===== src/rtl/sram_arb_pkg.sv =====
// Shared types and defaults for the two-port asynchronous SRAM arbiter.
package sram_arb_pkg;

  typedef enum logic [1:0] {
    IDLE   = 2'd0,
    ACCESS = 2'd1,
    DONE   = 2'd2
  } state_t;

  localparam logic PORT_A = 1'b0;
  localparam logic PORT_B = 1'b1;

  localparam int DEF_ACCESS_CYCLES = 2;
  localparam int DEF_ADDR_W        = 18;
  localparam int DEF_DATA_W        = 16;

endpackage


===== src/rtl/sram_arbiter_rr_arb2.sv =====
// Two-request round-robin picker; the last-grant history is held by the parent.
module rr_arb2
  import sram_arb_pkg::*;
(
  input  logic [1:0] req,
  input  logic       last_grant,
  output logic       grant,
  output logic       valid
);

  // On a tie the port that was not served last wins.
  always_comb begin
    grant = PORT_A;
    valid = 1'b0;
    case (req)
      2'b01: begin
        grant = PORT_A;
        valid = 1'b1;
      end
      2'b10: begin
        grant = PORT_B;
        valid = 1'b1;
      end
      2'b11: begin
        grant = ~last_grant;
        valid = 1'b1;
      end
      default: begin
        grant = PORT_A;
        valid = 1'b0;
      end
    endcase
  end

endmodule


===== src/rtl/sram_arbiter.sv =====
// Round-robin sharing of one asynchronous SRAM between two fixed-length requesters.
module sram_arbiter
  import sram_arb_pkg::*;
#(
  parameter int ACCESS_CYCLES = DEF_ACCESS_CYCLES,
  parameter int ADDR_W        = DEF_ADDR_W,
  parameter int DATA_W        = DEF_DATA_W
) (
  input  logic              clk,
  input  logic              reset_n,
  input  logic              a_req,
  input  logic              a_we,
  input  logic [ADDR_W-1:0] a_addr,
  input  logic [DATA_W-1:0] a_wdata,
  input  logic [1:0]        a_be,
  output logic              a_ack,
  output logic [DATA_W-1:0] a_rdata,
  input  logic              b_req,
  input  logic              b_we,
  input  logic [ADDR_W-1:0] b_addr,
  input  logic [DATA_W-1:0] b_wdata,
  input  logic [1:0]        b_be,
  output logic              b_ack,
  output logic [DATA_W-1:0] b_rdata,
  output logic [ADDR_W-1:0] sram_addr,
  output logic [DATA_W-1:0] sram_dq_out,
  output logic              sram_dq_oe,
  input  logic [DATA_W-1:0] sram_dq_in,
  output logic              sram_ce_n,
  output logic              sram_oe_n,
  output logic              sram_we_n,
  output logic              sram_ub_n,
  output logic              sram_lb_n
);

  localparam logic [3:0] CNT_LOAD = 4'(ACCESS_CYCLES - 1);

  state_t            state_r, state_next_s;
  logic [3:0]        cnt_r, cnt_next_s;
  logic              last_grant_r, last_grant_next_s;
  logic              port_r, port_next_s;
  logic              we_r, we_next_s;
  logic [ADDR_W-1:0] addr_r, addr_next_s;
  logic [DATA_W-1:0] wdata_r, wdata_next_s;
  logic [1:0]        be_r, be_next_s;
  logic              grant_s, grant_valid_s;

  logic              ce_n_next_s, oe_n_next_s, we_n_next_s, ub_n_next_s, lb_n_next_s;
  logic              dq_oe_next_s, a_ack_next_s, b_ack_next_s;
  logic [DATA_W-1:0] a_rdata_next_s, b_rdata_next_s;

  rr_arb2 u_rr_arb2 (
    .req        ({b_req, a_req}),
    .last_grant (last_grant_r),
    .grant      (grant_s),
    .valid      (grant_valid_s)
  );

  // Address and write data come straight from the access registers, so they
  // stay put for the whole access including the hold cycle after WE_N rises.
  assign sram_addr   = addr_r;
  assign sram_dq_out = wdata_r;

  // Next-state, access-register and next-output logic.
  always_comb begin
    state_next_s      = state_r;
    cnt_next_s        = cnt_r;
    last_grant_next_s = last_grant_r;
    port_next_s       = port_r;
    we_next_s         = we_r;
    addr_next_s       = addr_r;
    wdata_next_s      = wdata_r;
    be_next_s         = be_r;
    a_ack_next_s      = 1'b0;
    b_ack_next_s      = 1'b0;
    a_rdata_next_s    = a_rdata;
    b_rdata_next_s    = b_rdata;
    ce_n_next_s       = 1'b1;
    oe_n_next_s       = 1'b1;
    we_n_next_s       = 1'b1;
    ub_n_next_s       = 1'b1;
    lb_n_next_s       = 1'b1;
    dq_oe_next_s      = 1'b0;

    case (state_r)
      IDLE: begin
        if (grant_valid_s) begin
          state_next_s = ACCESS;
          cnt_next_s   = CNT_LOAD;
          port_next_s  = grant_s;
          if (grant_s == PORT_B) begin
            we_next_s    = b_we;
            addr_next_s  = b_addr;
            wdata_next_s = b_wdata;
            be_next_s    = b_be;
          end else begin
            we_next_s    = a_we;
            addr_next_s  = a_addr;
            wdata_next_s = a_wdata;
            be_next_s    = a_be;
          end
        end else begin
          state_next_s = IDLE;
        end
      end
      ACCESS: begin
        if (cnt_r == 4'd0) begin
          state_next_s = DONE;
          a_ack_next_s = (port_r == PORT_A);
          b_ack_next_s = (port_r == PORT_B);
          if (!we_r && (port_r == PORT_B)) begin
            b_rdata_next_s = sram_dq_in;
          end else if (!we_r) begin
            a_rdata_next_s = sram_dq_in;
          end else begin
            a_rdata_next_s = a_rdata;
          end
        end else begin
          cnt_next_s = cnt_r - 4'd1;
        end
      end
      DONE: begin
        state_next_s      = IDLE;
        last_grant_next_s = port_r;
      end
      default: begin
        state_next_s = IDLE;
      end
    endcase

    // Strobes are registered, so derive them from where the FSM is heading.
    if (state_next_s == ACCESS) begin
      ce_n_next_s = 1'b0;
      if (we_next_s) begin
        oe_n_next_s  = 1'b1;
        dq_oe_next_s = 1'b1;
        we_n_next_s  = (cnt_next_s == 4'd0);
        ub_n_next_s  = ~be_next_s[1];
        lb_n_next_s  = ~be_next_s[0];
      end else begin
        oe_n_next_s = 1'b0;
        ub_n_next_s = 1'b0;
        lb_n_next_s = 1'b0;
      end
    end else begin
      ce_n_next_s = 1'b1;
    end
  end

  // State, access registers and registered outputs.
  always_ff @(posedge clk or negedge reset_n) begin
    if (!reset_n) begin
      state_r      <= IDLE;
      cnt_r        <= 4'd0;
      last_grant_r <= PORT_B;
      port_r       <= PORT_A;
      we_r         <= 1'b0;
      addr_r       <= {ADDR_W{1'b0}};
      wdata_r      <= {DATA_W{1'b0}};
      be_r         <= 2'b00;
      a_ack        <= 1'b0;
      b_ack        <= 1'b0;
      a_rdata      <= {DATA_W{1'b0}};
      b_rdata      <= {DATA_W{1'b0}};
      sram_ce_n    <= 1'b1;
      sram_oe_n    <= 1'b1;
      sram_we_n    <= 1'b1;
      sram_ub_n    <= 1'b1;
      sram_lb_n    <= 1'b1;
      sram_dq_oe   <= 1'b0;
    end else begin
      state_r      <= state_next_s;
      cnt_r        <= cnt_next_s;
      last_grant_r <= last_grant_next_s;
      port_r       <= port_next_s;
      we_r         <= we_next_s;
      addr_r       <= addr_next_s;
      wdata_r      <= wdata_next_s;
      be_r         <= be_next_s;
      a_ack        <= a_ack_next_s;
      b_ack        <= b_ack_next_s;
      a_rdata      <= a_rdata_next_s;
      b_rdata      <= b_rdata_next_s;
      sram_ce_n    <= ce_n_next_s;
      sram_oe_n    <= oe_n_next_s;
      sram_we_n    <= we_n_next_s;
      sram_ub_n    <= ub_n_next_s;
      sram_lb_n    <= lb_n_next_s;
      sram_dq_oe   <= dq_oe_next_s;
    end
  end

endmodule


===== config.mk =====
export PLATFORM = sky130hd
export DESIGN_NAME = sram_arbiter
export DESIGN_NICKNAME = d
export VERILOG_FILES = /design/src/rtl/sram_arb_pkg.sv /design/src/rtl/sram_arbiter_rr_arb2.sv /design/src/rtl/sram_arbiter.sv
export SDC_FILE = /design/constraint.sdc
export NUM_CORES = 1
export LEC_CHECK = 0
export CAP_MARGIN = 25
export CORE_MARGIN = 10
export CORE_UTILIZATION = 44
export CTS_BUF_LIST = sky130_fd_sc_hd__clkbuf_2
export CTS_CLUSTER_SIZE = 14
export DETAILED_ROUTE_END_ITERATION = 12
export DONT_BUFFER_PORTS = 1
export GPL_TIMING_DRIVEN = 0
export SLEW_MARGIN = 15
export SYNTH_ARGS = -nofsm -noshare
export SYNTH_HDL_FRONTEND = slang
export SYNTH_HIERARCHICAL = 1
export SYNTH_SLANG_ARGS = --single-unit

===== constraint.sdc =====
create_clock -name clk -period 5 [get_ports clk]
set_input_delay 1 -clock clk [delete_from_list [all_inputs] [get_ports clk]]
set_output_delay 1 -clock clk [all_outputs]
set_load 0.05 [all_outputs]

==> metrics.csv, run 1 <==
stage,metric,value,unit
grt,met2 Usage GRT,20.6,%
cts,Worst-Skew Late Latency,500,ps
timing,Tcrit/Tclk final,47.6,%
timing,Fmax achieved,421,MHz
cells_and_area,most frequent cells in the layout,"dfrtp_1 (79), nor2_1 (38), mux2i_1 (37), a21oi_1 (37), mux2_2 (23)",
grt,GRT Max-Usage Layer,met2,
flow_run,max-cap violations,0,
place,Placer Congestion,0.797,
synthesis,Synth Area per Inst,12.4,um^2
critical_path,CP Max Fanout,10,
timing,fin crit period,2380,ps
timing,Total Neg Setup Slack,0,ps
cts,Longest Clk Path Bufs,2,
critical_path,r2r startpoint,cnt_r[0],
synthesis,"flops & latches, synth",85,
grt,initial antenna violation count,0,
grt,grt total ovfl,0,
cells_and_area,final net count,397,
cells_and_area,fraction of layout cells with a size suffix above 1,20.2,%
timing,Least-Margin Pin Slew,731,ps
floorplan,Starting Density,45.8,%
place,dpl ws,2290,ps
synthesis,Syn Nets,386,
cts,clock sink count,85,
grt,vias in the first global route,2452,
synthesis,Mapped Area,0.00360,mm^2
cts,Post-CTS Hold Fix Bufs,0,
cells_and_area,antenna cells,0,
floorplan,# IOs,168,
synthesis,Netlist cell types,34,
grt,largest net degree at the start of global routing,86,
floorplan,DIE AREA,0.0122,mm^2
timing,headroom to the max-slew limit,51.3,%
critical_path,Reg2Reg Setup Slack,2620,ps
floorplan,core area,0.00785,mm^2
cells_and_area,"commonest non-fill, non-tap cell in the layout",dfrtp_1,
cts,Num CTS Buffers,9,
floorplan,Die Y,110,um
drt,wire length per cell,21.9,um
drt,DRT iter0 DRCs,70,
cts,CTS root buf,clkbuf_2,
critical_path,CP Class,reg2reg,
place,IO buf count,0,
timing,RSZ-0062 raised after global routing,false,
timing,Setup Skew,25.1,ps
hold_path,min-delay worst type,in2async,
timing,Max Slew Vio Count,0,
place,detailed placer's ending HPWL,6930,um
drt,router iterations before antenna repair,4,
synthesis,Synth Warn #,6,
grt,met1 usage,16.8,%
critical_path,r2r worst-path depth,7,
drt,via density per instance,5.47,
grt,GRT Total Usage,14.2,%
grt,first-pass GRT wire length,13900,um
timing,final setup margin,2620,ps
synthesis,Gate Count Post-Synth,291,
cts,post-CTS sizing,0,
floorplan,die width,110,um
critical_path,CP Launch Point,cnt_r[0],
drt,via count,2237,
timing,final hold vios,0,
critical_path,Arrival @ worst endpoint,2760,ps
cells_and_area,area grow syn2layout,6.54,%
cts,Worst-path clk slew,230,ps
drt,DR DRC count,0,
floorplan,num rows,32,
timing,final setup fails,0,
critical_path,Crit Reg-Reg Endpoint,a_rdata[6],
critical_path,crit path cell chain,inv_1 > ha_1 > nor4b_2 > nand2_1 > nor3_2 > buf_4 > mux2_2,
cts,CTS tree,yes,
critical_path,CP Data Required Time,5390,ps
grt,routing usage on met3,8.21,%
status,status,"complete, no violations",
critical_path,Worst path max stage delay,480,ps
critical_path,CP startpoint kind,register,
cells_and_area,"non-filler cells, final",409,
place,Placed Cells,393,
critical_path,CP max-delay cell,nor3_2,
drt,Routed WL,8940,um
cts,setup bufs post-CTS,0,
critical_path,CP endpoint kind,register,
cts,H-tree depth,3,
synthesis,register area share after synthesis,59.3,%
drt,Routed Antenna Nets,0,
[critical path: cells and delay by family, from the launching register on]
family        cells  cell delay (ps)
simple gates      3              850
flops             1              440
buf+inv           2              390
mux               1              350
fa+ha+maj         1              240
[synth_stat cells]
cell type,n,area [um^2]
nor3_2,1,10.0
o21ai_0,5,25.0
nor3_1,3,15.0
nor3b_1,2,15.0
buf_2,1,5.00
nor4b_2,1,15.0
or3_1,1,6.26
a311oi_1,1,8.76
inv_1,7,26.3
nor2_1,38,143
buf_6,1,11.3
mux2i_1,37,370
and2_1,1,6.26
a21boi_1,1,7.51
o41ai_1,1,8.76
nor2b_1,2,12.5
or4b_2,1,10.0
buf_12,1,20.0
o211ai_1,1,7.51
buf_1,3,11.3
nand2_1,9,33.8
or2_1,1,6.26
mux2_4,10,150
buf_4,1,7.51
nand3_1,3,15.0
o21bai_1,1,7.51
dfstp_2,6,158
mux2_2,23,259
clkbuf_1,9,33.8
dfrtp_1,79,1980
o31ai_1,1,7.51
ha_1,1,12.5
nor4bb_1,1,10.0
a21oi_1,37,185
[routing by layer]
layer  part of all wire, %  up-vias
met3                    13        9
met5                     0        -
li1                      -     1032
met4                   1.2        0
met1                    41     1056
met2                    44      140
[cell type report]
| class | instances | area [um^2] |
|---|---|---|
| Sequential cell | 85 | 2130 |
| Clock buffer | 11 | 55.1 |
| Inverter | 7 | 26.3 |
| Fill cell | 720 | 4020 |
| Buffer | 16 | 88.8 |
| Clock inverter | 5 | 52.6 |
| Tap cell | 102 | 128 |
| Multi-Input combinational cell | 183 | 1350 |
[sequential cells by signal, indices dropped and copies added, names as in the netlist]
name          count
sram_ub_n         1
b_ack             1
sram_lb_n         1
be_r              2
sram_ce_n         1
cnt_r             4
b_rdata          16
sram_dq_out      16
a_ack             1
state_r           2
last_grant_r      1
sram_dq_oe        1
sram_oe_n         1
a_rdata          16
we_r              1
sram_we_n         1
sram_addr        18
port_r            1
[cells by family after synthesis]
group | Yosys count | synth area share [%]
AND/OR/NAND/NOR | 64 | 8.28
AO/OA/AOI/OAI | 48 | 7.17
flip-flops | 85 | 59.3
adder cells (fa/ha/maj) | 1 | 0.348
multiplexers | 70 | 21.7
buffers and inverters | 23 | 3.20
[worst max path at each step]
stage | end | slack (ps) | cells after the start
after floorplan | sram_addr[10] | 2660 | 5
after global placement | sram_addr[16] | 2330 | 5
after detailed placement | sram_addr[16] | 2290 | 5
after CTS | a_rdata[6] | 2610 | 7
after global routing | a_rdata[10] | 2430 | 7
final | a_rdata[6] | 2620 | 7
[stage by stage]
stage / hold WS [ps] / instance area [um^2] / util (%)
after floorplan: 446 / 3600 / -
after global placement: 459 / 3720 / 47.5
after detailed placement: 476 / 3720 / 47.5
after CTS: 81.9 / 3830 / 48.8
after global routing: 52.0 / 3830 / 48.8
final: 157 / 3830 / 48.8
Power of run 1 is left out: the tool's default activity adds up to more than one toggle a clock period on the data nets, which glitch-free logic cannot reach.
==> run 2, diff against run 1 <==
clock period = 2.3 ns   (was 5 ns; I/O delays follow)
==> metrics.csv, run 2 (same netlist as run 1, synthesis figures left out) <==
stage,metric,value,unit,change
status,status,"complete, no violations",,
hold_path,min-delay worst type,in2reg,,
place,Placed Cells,393,,unchanged
timing,fin crit period,2190,ps,-190 ps
cts,Worst-Skew Late Latency,490,ps,about the same
grt,grt total ovfl,0,,unchanged
drt,DRT iter0 DRCs,79,,+13%
drt,Routed WL,9130,um,+2.2%
timing,Setup Skew,24.1,ps,-0.985 ps
grt,vias in the first global route,2448,,-0.16%
critical_path,Arrival @ worst endpoint,2570,ps,-190 ps
timing,final hold vios,0,,unchanged
cells_and_area,antenna cells,0,,unchanged
cts,Longest Clk Path Bufs,2,,unchanged
timing,final setup margin,113,ps,-2510 ps
critical_path,CP max-delay cell,dfrtp_1,,
drt,wire length per cell,21.8,um,about the same
place,dpl ws,-47.1,ps,-2340 ps
floorplan,die width,110,um,unchanged
timing,Fmax achieved,457,MHz,+8.7%
grt,initial antenna violation count,0,,unchanged
critical_path,CP Class,reg2reg,,
drt,Routed Antenna Nets,0,,unchanged
floorplan,Starting Density,45.8,%,unchanged
cells_and_area,fraction of layout cells with a size suffix above 1,21.5,%,+1.3 points
cts,H-tree depth,3,,unchanged
place,Placer Congestion,0.797,,unchanged
grt,first-pass GRT wire length,14000,um,+0.74%
cells_and_area,"non-filler cells, final",418,,+2.2%
critical_path,Worst path max stage delay,440,ps,-40 ps
drt,via density per instance,5.38,,-1.7%
timing,RSZ-0062 raised after global routing,false,,
drt,DR DRC count,0,,unchanged
critical_path,CP endpoint kind,register,,
cts,CTS root buf,clkbuf_2,,
cts,CTS tree,yes,,
place,IO buf count,0,,unchanged
cells_and_area,final net count,406,,+2.3%
floorplan,Die Y,110,um,unchanged
cts,Worst-path clk slew,220,ps,about the same
cts,Num CTS Buffers,9,,unchanged
place,detailed placer's ending HPWL,6930,um,unchanged
critical_path,CP Data Required Time,2680,ps,-2710 ps
cells_and_area,final core utilization,50.3,%,+1.5 points
drt,via count,2248,,+0.49%
floorplan,num rows,32,,unchanged
floorplan,DIE AREA,0.0122,mm^2,unchanged
cells_and_area,Largest register FFs,18,,unchanged
timing,Least-Margin Pin Slew,730,ps,-0.553 ps
timing,Tcrit/Tclk final,95.1,%,+48 points
drt,router iterations before antenna repair,4,,unchanged
place,placed cell areas,0.00372,mm^2,unchanged
cells_and_area,most frequent cells in the layout,"dfrtp_1 (79), nor2_1 (38), mux2i_1 (37), a21oi_1 (37), mux2_2 (23)",,
floorplan,# IOs,168,,unchanged
grt,largest net degree at the start of global routing,86,,unchanged
cells_and_area,design area,0.00395,mm^2,+3.0%
critical_path,crit path cell chain,inv_1 > ha_2 > nor4b_2 > nand2_1 > or3_1 > buf_6 > buf_12 > mux2_4,,
timing,headroom to the max-slew limit,51.3,%,about the same
grt,GRT Total Usage,14.3,%,+0.097 points
critical_path,CP startpoint kind,register,,
flow_run,max-cap violations,0,,unchanged
cts,clock sink count,85,,unchanged
cells_and_area,area grow syn2layout,9.70,%,
floorplan,core area,0.00785,mm^2,unchanged
cells_and_area,"commonest non-fill, non-tap cell in the layout",dfrtp_1,,
critical_path,CP Max Fanout,10,,unchanged
timing,final setup fails,0,,unchanged
timing,Max Slew Vio Count,0,,unchanged
## run 2: cell types whose count changed in the layout (fill, tap and decap cells not counted), sizes merged
cell	before	now
buf	7	10
dlygate4sd3	0	6
## run 2: worst paths after layout
kind                                from            to  slack (ps)  cells after the start
max                             cnt_r[0]   b_rdata[10]         110                      8
min                        sram_dq_in[8]    b_rdata[8]          90                      1
max reg2reg                     cnt_r[0]   b_rdata[10]         110                      8
min reg2reg                 last_grant_r  last_grant_r         520                      2
max in group asynchronous        reset_n     sram_ce_n        1390                      2
min in group asynchronous        reset_n    a_rdata[3]         500                      2
## run 2: final cells by class
cell class              instances  area (um^2)
plain buffers                  16         91.3
clock buffers                  11         55.1
clock inverters                 5         52.6
fillers                       722         3900
inverters                       7         26.3
multi-input cells             183         1360
flip-flops and latches         85         2130
well taps                     102          128
repair buffers                  9          103
## run 2: timing repair
action                                  4_1_cts  5_1_grt
gates resized for setup                       1        5
cloned                                        0        0
pin swaps                                     0        1
hold buffers                                  2        5
endpoints found under the hold margin        85        6
endpoints found under the setup margin       10       26
buffers inserted                              0        2
## run 2: worst max-delay path: cells and delay by family, from the launching register on
family	cells	cell delay [ps]
mux	1	290
simple gates	3	720
buf+inv	3	400
flops	1	440
fa+ha+maj	1	220
## run 2: per-stage QoR
step	TNS (ps)	hold WS (ps)
2_1_floorplan	0	164
3_3_place_gp	-374	168
3_5_place_dp	-436	167
4_1_cts	0	14.5
5_1_grt	0	-0.802
6_report	0	94.3
## run 2: per-layer routing
layer  global-route usage [%]  share of wire, %  up-vias
li1                         -                 -     1050
met4                     5.44               1.1        0
met3                     8.10                13       10
met1                     17.1                41     1057
met5                        0                 0        -
met2                     20.7                45      131
Power of run 2 is left out for the same reason.
